## src/rtl/part_bus_demux_rx_if.sv

```systemverilog
// Receive-side bundle for the nibble-mux bus plus the word valid/ready port.
// Optional parity lines exist only when PART_BUS_RX_PARITY_EN is defined.
interface part_bus_demux_rx_if #(
   parameter int NIBW  = 4,
   parameter int SLOTS = 2
);
   localparam int SELW = (SLOTS > 1) ? $clog2(SLOTS) : 1;

   logic [NIBW-1:0]       BUS;
   logic [SELW-1:0]       BUS_SEL;
   logic                  BUS_ENB_N;
   // WORD is accepted on a rising edge where WORD_VALID & WORD_RDY; WORD_VALID
   // never depends on WORD_RDY, and WORD/WORD_VALID hold until accepted.
   logic [NIBW*SLOTS-1:0] WORD;
   logic                  WORD_VALID;
   logic                  WORD_RDY;
   logic                  ERR_SEQ;
   logic                  OVERRUN;
   logic                  CLR_ERR;
`ifdef PART_BUS_RX_PARITY_EN
   logic                  BUS_PAR;
   logic                  PAR_ERR;

   modport master (output BUS, BUS_SEL, BUS_ENB_N, BUS_PAR, WORD_RDY, CLR_ERR,
                   input  WORD, WORD_VALID, ERR_SEQ, OVERRUN, PAR_ERR);
   modport slave  (input  BUS, BUS_SEL, BUS_ENB_N, BUS_PAR, WORD_RDY, CLR_ERR,
                   output WORD, WORD_VALID, ERR_SEQ, OVERRUN, PAR_ERR);
`else
   modport master (output BUS, BUS_SEL, BUS_ENB_N, WORD_RDY, CLR_ERR,
                   input  WORD, WORD_VALID, ERR_SEQ, OVERRUN);
   modport slave  (input  BUS, BUS_SEL, BUS_ENB_N, WORD_RDY, CLR_ERR,
                   output WORD, WORD_VALID, ERR_SEQ, OVERRUN);
`endif
endinterface

```

## src/rtl/part_bus_demux_rx.sv

```systemverilog
// Reassembles slot-multiplexed nibbles into words and queues them in a small FIFO.
// Optional per-phase odd parity checking under PART_BUS_RX_PARITY_EN.
module part_bus_demux_rx #(
   parameter int NIBW  = 4,
   parameter int SLOTS = 2,
   parameter int DEPTH = 2
) (
   input  logic              CLK,
   input  logic              RESET,
   part_bus_demux_rx_if.slave bus_if,
   output logic              dbg_state_o
);
   localparam int SELW = (SLOTS > 1) ? $clog2(SLOTS) : 1;
   localparam int WW   = NIBW * SLOTS;
   localparam int AW   = $clog2(DEPTH);
   localparam int CW   = AW + 1;

   typedef enum logic {IDLE = 1'b0, ASM = 1'b1} state_t;

   state_t          state_q, state_d;
   logic [SELW-1:0] cnt_q, cnt_d;
   logic [WW-1:0]   asm_q, asm_d;
   logic            seq_err, done, slot_ok, push_req;

   logic [WW-1:0]   mem_q [DEPTH];
   logic [AW-1:0]   wr_q, rd_q;
   logic [CW-1:0]   count_q;
   logic [WW-1:0]   last_q;
   logic            pop, full, push, ovr_set;
   logic            err_seq_q, overrun_q;

   always_ff @(posedge CLK or posedge RESET) begin
      if (RESET) begin
         state_q <= IDLE;
         cnt_q   <= '0;
         asm_q   <= '0;
      end else begin
         state_q <= state_d;
         cnt_q   <= cnt_d;
         asm_q   <= asm_d;
      end
   end

   // Disabled bus cycles leave every piece of assembly state untouched.
   always_comb begin
      state_d = state_q;
      cnt_d   = cnt_q;
      asm_d   = asm_q;
      seq_err = 1'b0;
      done    = 1'b0;
      slot_ok = 1'b0;
      if (!bus_if.BUS_ENB_N) begin
         unique case (state_q)
            IDLE: begin
               if (bus_if.BUS_SEL == '0) begin
                  asm_d[NIBW-1:0] = bus_if.BUS;
                  slot_ok         = 1'b1;
                  if (SLOTS == 1) begin
                     done = 1'b1;
                  end else begin
                     cnt_d   = SELW'(1);
                     state_d = ASM;
                  end
               end else begin
                  seq_err = 1'b1;
               end
            end
            ASM: begin
               if (bus_if.BUS_SEL == cnt_q) begin
                  asm_d[int'(cnt_q)*NIBW +: NIBW] = bus_if.BUS;
                  slot_ok = 1'b1;
                  if (cnt_q == SELW'(SLOTS - 1)) begin
                     done    = 1'b1;
                     cnt_d   = '0;
                     state_d = IDLE;
                  end else begin
                     cnt_d = cnt_q + SELW'(1);
                  end
               end else if (bus_if.BUS_SEL == '0) begin
                  // Restart: this nibble begins a fresh word.
                  asm_d[NIBW-1:0] = bus_if.BUS;
                  slot_ok = 1'b1;
                  seq_err = 1'b1;
                  cnt_d   = SELW'(1);
               end else begin
                  seq_err = 1'b1;
                  cnt_d   = '0;
                  state_d = IDLE;
               end
            end
            default: state_d = IDLE;
         endcase
      end
   end

`ifdef PART_BUS_RX_PARITY_EN
   logic bad_q, bad_d, par_fail, fresh, word_bad, par_err_q;

   // fresh marks a slot-0 accept, from IDLE or via restart.
   always_comb begin
      par_fail = slot_ok && !(^{bus_if.BUS, bus_if.BUS_PAR});
      fresh    = (state_q == IDLE) || (bus_if.BUS_SEL != cnt_q);
      word_bad = fresh ? par_fail : (bad_q | par_fail);
      bad_d    = bad_q;
      if (slot_ok) bad_d = word_bad;
      if ((seq_err && !slot_ok) || done) bad_d = 1'b0;
      push_req = done && !word_bad;
   end

   always_ff @(posedge CLK or posedge RESET) begin
      if (RESET) begin
         bad_q     <= 1'b0;
         par_err_q <= 1'b0;
      end else begin
         bad_q     <= bad_d;
         par_err_q <= par_fail | (par_err_q & ~bus_if.CLR_ERR);
      end
   end

   assign bus_if.PAR_ERR = par_err_q;
`else
   assign push_req = done;
`endif

   assign pop     = (count_q != '0) && bus_if.WORD_RDY;
   assign full    = (count_q == CW'(DEPTH));
   assign push    = push_req && (!full || pop);
   assign ovr_set = push_req && full && !pop;

   // last_q keeps the most recently consumed word visible once the FIFO drains.
   always_ff @(posedge CLK or posedge RESET) begin
      if (RESET) begin
         for (int i = 0; i < DEPTH; i++) mem_q[i] <= '0;
         wr_q      <= '0;
         rd_q      <= '0;
         count_q   <= '0;
         last_q    <= '0;
         err_seq_q <= 1'b0;
         overrun_q <= 1'b0;
      end else begin
         if (push) begin
            mem_q[wr_q] <= asm_d;
            wr_q        <= wr_q + AW'(1);
         end
         if (pop) begin
            last_q <= mem_q[rd_q];
            rd_q   <= rd_q + AW'(1);
         end
         if (push && !pop)      count_q <= count_q + CW'(1);
         else if (pop && !push) count_q <= count_q - CW'(1);
         err_seq_q <= seq_err | (err_seq_q & ~bus_if.CLR_ERR);
         overrun_q <= ovr_set | (overrun_q & ~bus_if.CLR_ERR);
      end
   end

   assign bus_if.WORD_VALID = (count_q != '0);
   assign bus_if.WORD       = (count_q != '0) ? mem_q[rd_q] : last_q;
   assign bus_if.ERR_SEQ    = err_seq_q;
   assign bus_if.OVERRUN    = overrun_q;
   assign dbg_state_o       = state_q;
endmodule
```

## src/flat_wrapper.sv

```systemverilog
// flat-port wrapper written by rule: the top's interface ports become plain ports
module part_bus_demux_rx_flat 
#(
   parameter int NIBW  = 4,
   parameter int SLOTS = 2,
   parameter int DEPTH = 2
)
  (CLK, RESET, dbg_state_o, bus_if_BUS, bus_if_BUS_SEL, bus_if_BUS_ENB_N, bus_if_WORD_RDY, bus_if_CLR_ERR, bus_if_WORD, bus_if_WORD_VALID, bus_if_ERR_SEQ, bus_if_OVERRUN);
  part_bus_demux_rx_if #(.NIBW(NIBW), .SLOTS(SLOTS)) bus_if_i ();
  input  logic CLK;
  input  logic RESET;
  output logic dbg_state_o;
  input wire logic [$bits(bus_if_i.BUS)-1:0] bus_if_BUS;
  input wire logic [$bits(bus_if_i.BUS_SEL)-1:0] bus_if_BUS_SEL;
  input wire logic [$bits(bus_if_i.BUS_ENB_N)-1:0] bus_if_BUS_ENB_N;
  input wire logic [$bits(bus_if_i.WORD_RDY)-1:0] bus_if_WORD_RDY;
  input wire logic [$bits(bus_if_i.CLR_ERR)-1:0] bus_if_CLR_ERR;
  output wire logic [$bits(bus_if_i.WORD)-1:0] bus_if_WORD;
  output wire logic [$bits(bus_if_i.WORD_VALID)-1:0] bus_if_WORD_VALID;
  output wire logic [$bits(bus_if_i.ERR_SEQ)-1:0] bus_if_ERR_SEQ;
  output wire logic [$bits(bus_if_i.OVERRUN)-1:0] bus_if_OVERRUN;
  assign bus_if_i.BUS = bus_if_BUS;
  assign bus_if_i.BUS_SEL = bus_if_BUS_SEL;
  assign bus_if_i.BUS_ENB_N = bus_if_BUS_ENB_N;
  assign bus_if_i.WORD_RDY = bus_if_WORD_RDY;
  assign bus_if_i.CLR_ERR = bus_if_CLR_ERR;
  assign bus_if_WORD = bus_if_i.WORD;
  assign bus_if_WORD_VALID = bus_if_i.WORD_VALID;
  assign bus_if_ERR_SEQ = bus_if_i.ERR_SEQ;
  assign bus_if_OVERRUN = bus_if_i.OVERRUN;
  part_bus_demux_rx #(.NIBW(NIBW), .SLOTS(SLOTS), .DEPTH(DEPTH)) u_core (.CLK(CLK), .RESET(RESET), .bus_if(bus_if_i), .dbg_state_o(dbg_state_o));
endmodule
```

## config.mk

```make
export PLATFORM = sky130hd
export DESIGN_NAME = part_bus_demux_rx_flat
export DESIGN_NICKNAME = d
export VERILOG_FILES = /design/src/rtl/part_bus_demux_rx_if.sv /design/src/rtl/part_bus_demux_rx.sv /design/src/flat_wrapper.sv
export SDC_FILE = /design/constraint.sdc
export NUM_CORES = 1
export LEC_CHECK = 0
export ABC_AREA = 1
export BUFFER_PORTS_ARGS = -buffer_cell sky130_fd_sc_hd__buf_4
export CORE_UTILIZATION = 49
export CTS_CLUSTER_SIZE = 30
export DETAILED_ROUTE_END_ITERATION = 7
export PLACE_DENSITY = 0.77
export RECOVER_POWER = 50
export SKIP_LAST_GASP = 1
export SLEW_MARGIN = 40
export SYNTH_ARGS = -nofsm -noshare
export SYNTH_HDL_FRONTEND = slang
export SYNTH_SLANG_ARGS = --single-unit
export TNS_END_PERCENT = 1
```

## constraint.sdc

```tcl
create_clock -name CLK -period 4.33 [get_ports CLK]
set_input_delay 0 -clock CLK [delete_from_list [all_inputs] [get_ports CLK]]
set_output_delay 0 -clock CLK [all_outputs]
set_load 0.03 [all_outputs]
```

==> impl_results.md <==
- Antenna viol nets, final: 0
- Routability Congestion: 0.696
- Number of antenna violations at the first check in global routing: 0
- Maximum number of pins on one net before global-route repair: 41
- Average wire per standard cell: 11.2 um
- Final net count: 284
- Maximum vdd ir drop: 293 uV
- Compound-Gate Fraction of Synth Area: 0.0670
- Clock-pin slew of the registers on the worst-case setup and hold paths: 0.07 ns
- Cell count after synthesis: 237
- Die Width: 65.0 um
- Dominant combinational cell family by area after synthesis: simple AND/OR/NAND/NOR gates
- Post-synthesis share of cell area spent on and, or, nand and nor gates: 0.302
- Status: complete, but fails checks
- Number of hold violations in the final report: 0
- Worst-path maximum fanout: 40
- Measured slew at the worst slew-check pin: 2.08 ns
- Count of clock tree sinks: 40
- Buffers inserted by post-CTS timing repair: 0
- Share of synthesized cell area in full adder, half adder and majority cells: 0.0258
- Net count of the mapped netlist: 251
- Final clock period utilization by the worst path: 0.509
- DRC violation total after the first TritonRoute iteration: 57
- Count of instances resized after the clock tree is built: 0
- Setup repair after global routing missed its margin: false
- Yosys Warn Count: 0
- Floorplan die area: 4220 um2
- Leak pwr: 1.23 nW
- IO Pins: 22
- Maximum Capacitance Violations: 1
- P_sw: 658 uW
- Cts hold-fix bufs: 7
- Total clock buffers created by CTS: 5
- Fraction of power consumed by combinational cells: 0.433
- Worst endpoint required time: 4.32 ns
- Share of final-layout standard cells stronger than drive strength 1: 0.144
- Cell-internal power: 901 uW
- Startpoint class of the critical path: input port
- Drt pass-1 iters: 4
- Clk root buf: clkbuf_8
- Total of endpoints with negative setup slack in the final report: 0
- Vias in the first global route: 1,387
- Cell-by-cell trace of the critical path: dlygate4sd3_1 > clkbuf_4 > inv_1 > clkbuf_1
- Area growth from synthesis to layout: 18.1%
- Total congestion overflow after global routing: 0
- Flop-to-flop setup slack: 2.45 ns
- Worst-case reg-to-reg path depth: 7
- Failing checks: max-capacitance violations, max-slew violations
- Post-detail-place hpwl: 2490 um
- Power per standard cell area: 680 nW/um2
- Highest attainable clock frequency: 453 MHz
- Gr usage total: 0.196
- Global-route wire length before repair: 6200 um
- Maximum clock skew at final layout: 0.00384 ns
- Post-synthesis sequential area ratio: 0.515
- Maximum cell stage delay along the critical path: 1.48 ns
- Buffering stage count on the worst path with inverters included: 4
- ANT cells: 0
- Share of cell area taken by muxes after synthesis: 0
- Total via count after detailed routing: 1,507
- Count of H-tree levels built during CTS: 2
- Fraction of power consumed by the clock network: 0.164
- Clock tree from TritonCTS: done
- DRC violations left: 0
- Average instance area after synthesis: 8.19 um2
- Setup_tns: 0 ns
- Insertion delay of the later-clocked pin in the worst-skew pair: 0.29 ns
- I/O Buffers: 21
- Post-synth top area share: 0.515
- Crit path time final: 2.21 ns
- Core utilization of the finished layout: 0.613
- Endpoint of the worst-slack reg-to-reg timing path: u_core.count_q[1]
- Floorplan Core Area: 3740 um2
- Worst Hold Class: input port to register
- Max Root-Sink Buffers: 2
- Crit-path slowest cell: clkbuf_1
- Max-slew headroom: -0.383
- Data arrival time of the critical path: 2.20 ns
- Synthesized flop and latch total: 40
- Instance count on the critical path: 4
- Library cell occupying the most area in the post-synthesis netlist: dfrtp_1
- Distinct cells, synth: 24
- Start-to-end type of the worst setup path: input port to asynchronous set/reset pin
- Die outline height: 65.0 um
- Routed Wire Length: 3560 um
- Origin of the worst setup path: RESET
- Switching part of the total power: 0.422
- Cell row count: 22
- Reg-to-Reg Start: u_core.count_q[1]
- Effective utilization at floorplan: 0.519
- Flop pwr share: 0.403
- Top area cells in the synthesized netlist: dfrtp_1 (52%), nand2_1 (19%), inv_1 (6.0%), o21ai_0 (4.1%), ha_1 (2.6%)
- Post-synthesis share of cell area spent on xor and xnor gates: 0.0135
- Final slew viol count: 41
- DR vias/cell: 4.72
- Worst Setup End Kind: asynchronous set/reset pin
- CP delay by family, top: buffers and inverters
- Critical path destination: u_core.asm_q[3]
- Post-Syn Area: 1940 um2
## power groups by stage
stage	clock network [mW]	registers, mW	logic (mW)
after global placement	0	0.630	0.653
after detailed placement	0	0.633	0.673
final	0.256	0.629	0.675
after global routing	0.278	0.646	0.758
after floorplan	0	0.610	0.504
after CTS	0.264	0.628	0.685
## how the worst min path moves through the flow
stage / from / end / slack, ns / depth (start not counted)
floorplan: bus_if_CLR_ERR / u_core.bus_if.ERR_SEQ / 0.1 / 1
global placement: RESET / u_core.last_q[2] / 0.15 / 3
detailed placement: RESET / u_core.count_q[1] / 0.15 / 3
CTS: bus_if_BUS_ENB_N / u_core.bus_if.OVERRUN / 0.02 / 4
global route: bus_if_BUS_ENB_N / u_core.bus_if.OVERRUN / 0.07 / 4
finish: bus_if_BUS_ENB_N / u_core.bus_if.OVERRUN / 0.05 / 4
## Yosys cell counts
cell,count
xor2_1,1
nand3_2,1
nand4_1,5
nor2_2,2
nor2_4,1
nand3_1,10
nor2_1,1
o21ai_1,4
o31ai_1,1
nand2_1,96
nand2_2,5
and2_1,4
xnor2_1,2
a21oi_1,2
o21ai_0,16
o22ai_1,2
dfrtp_1,40
inv_4,2
inv_2,1
nor2_8,2
ha_1,4
inv_1,31
buf_2,3
nand2_4,1
## routing by layer
metal / share of wire / routed length (um) / GRT usage / up-vias
met2: 0.44 / 1570 / 0.306 / 29
met1: 0.51 / 1820 / 0.256 / 679
met5: 0 / 0 / 0 / -
met4: 0.0053 / 19 / 0.0750 / 0
li1: - / - / - / 797
met3: 0.041 / 146 / 0.0581 / 2
## stage by stage
stage               hold WS (ns)  setup slack, ns  power (mW)  instances  instance area, um2
floorplan                 0.0990             2.66        1.11        237                1940
global placement           0.153             2.58        1.28        304                2150
detailed placement         0.155             2.49        1.31        304                2150
CTS                       0.0151             2.47        1.58        319                2320
global route              0.0671             1.59        1.68        319                2290
finish                    0.0502             2.12        1.56        319                2290
## layout make-up
class	count	area, um2
Sequential cell	40	1000
Multi-Input combinational cell	160	786
Tap cell	48	60.1
Timing Repair Buffer	29	220
Fill cell	355	1450
Inverter	34	133
Clock buffer	7	86.3
Clock inverter	1	7.51
## layout by cell type, fill, tap and decap left out, drive strengths merged
master,synthesis,routed
buf,3,17
nor2,6,6
dlygate4sd3,0,7
clkinvlp,0,1
nand3,11,11
ha,4,4
nand2,102,102
o21ai,20,20
o22ai,2,2
o31ai,1,1
clkbuf,0,12
a21oi,2,2
inv,34,34
and2,4,4
xnor2,2,2
xor2,1,1
dfrtp,40,40
nand4,5,5
## worst reg2reg max path: stages (launching register included)
cell	delay, ns
dfrtp_1	0.39
nor2_1	0.09
nor2_2	0.45
inv_1	0.10
ha_1	0.34
a21oi_1	0.11
o21ai_0	0.13
xnor2_1	0.15
## flip-flops by register name, summed over array words and instances, names as in the netlist
register	flops
u_core.asm_q	8
u_core.bus_if.ERR_SEQ	1
u_core.bus_if.OVERRUN	1
u_core.cnt_q	1
u_core.count_q	2
u_core.dbg_state_o	1
u_core.last_q	8
u_core.mem_q	16
u_core.rd_q	1
u_core.wr_q	1
## cells by family after synthesis
family	Yosys count
compound gates	25
xor+xnor	3
fa+ha+maj	4
buf+inv	37
flops	40
simple gates	128
Note: power is estimated with default switching activity, not from simulation.
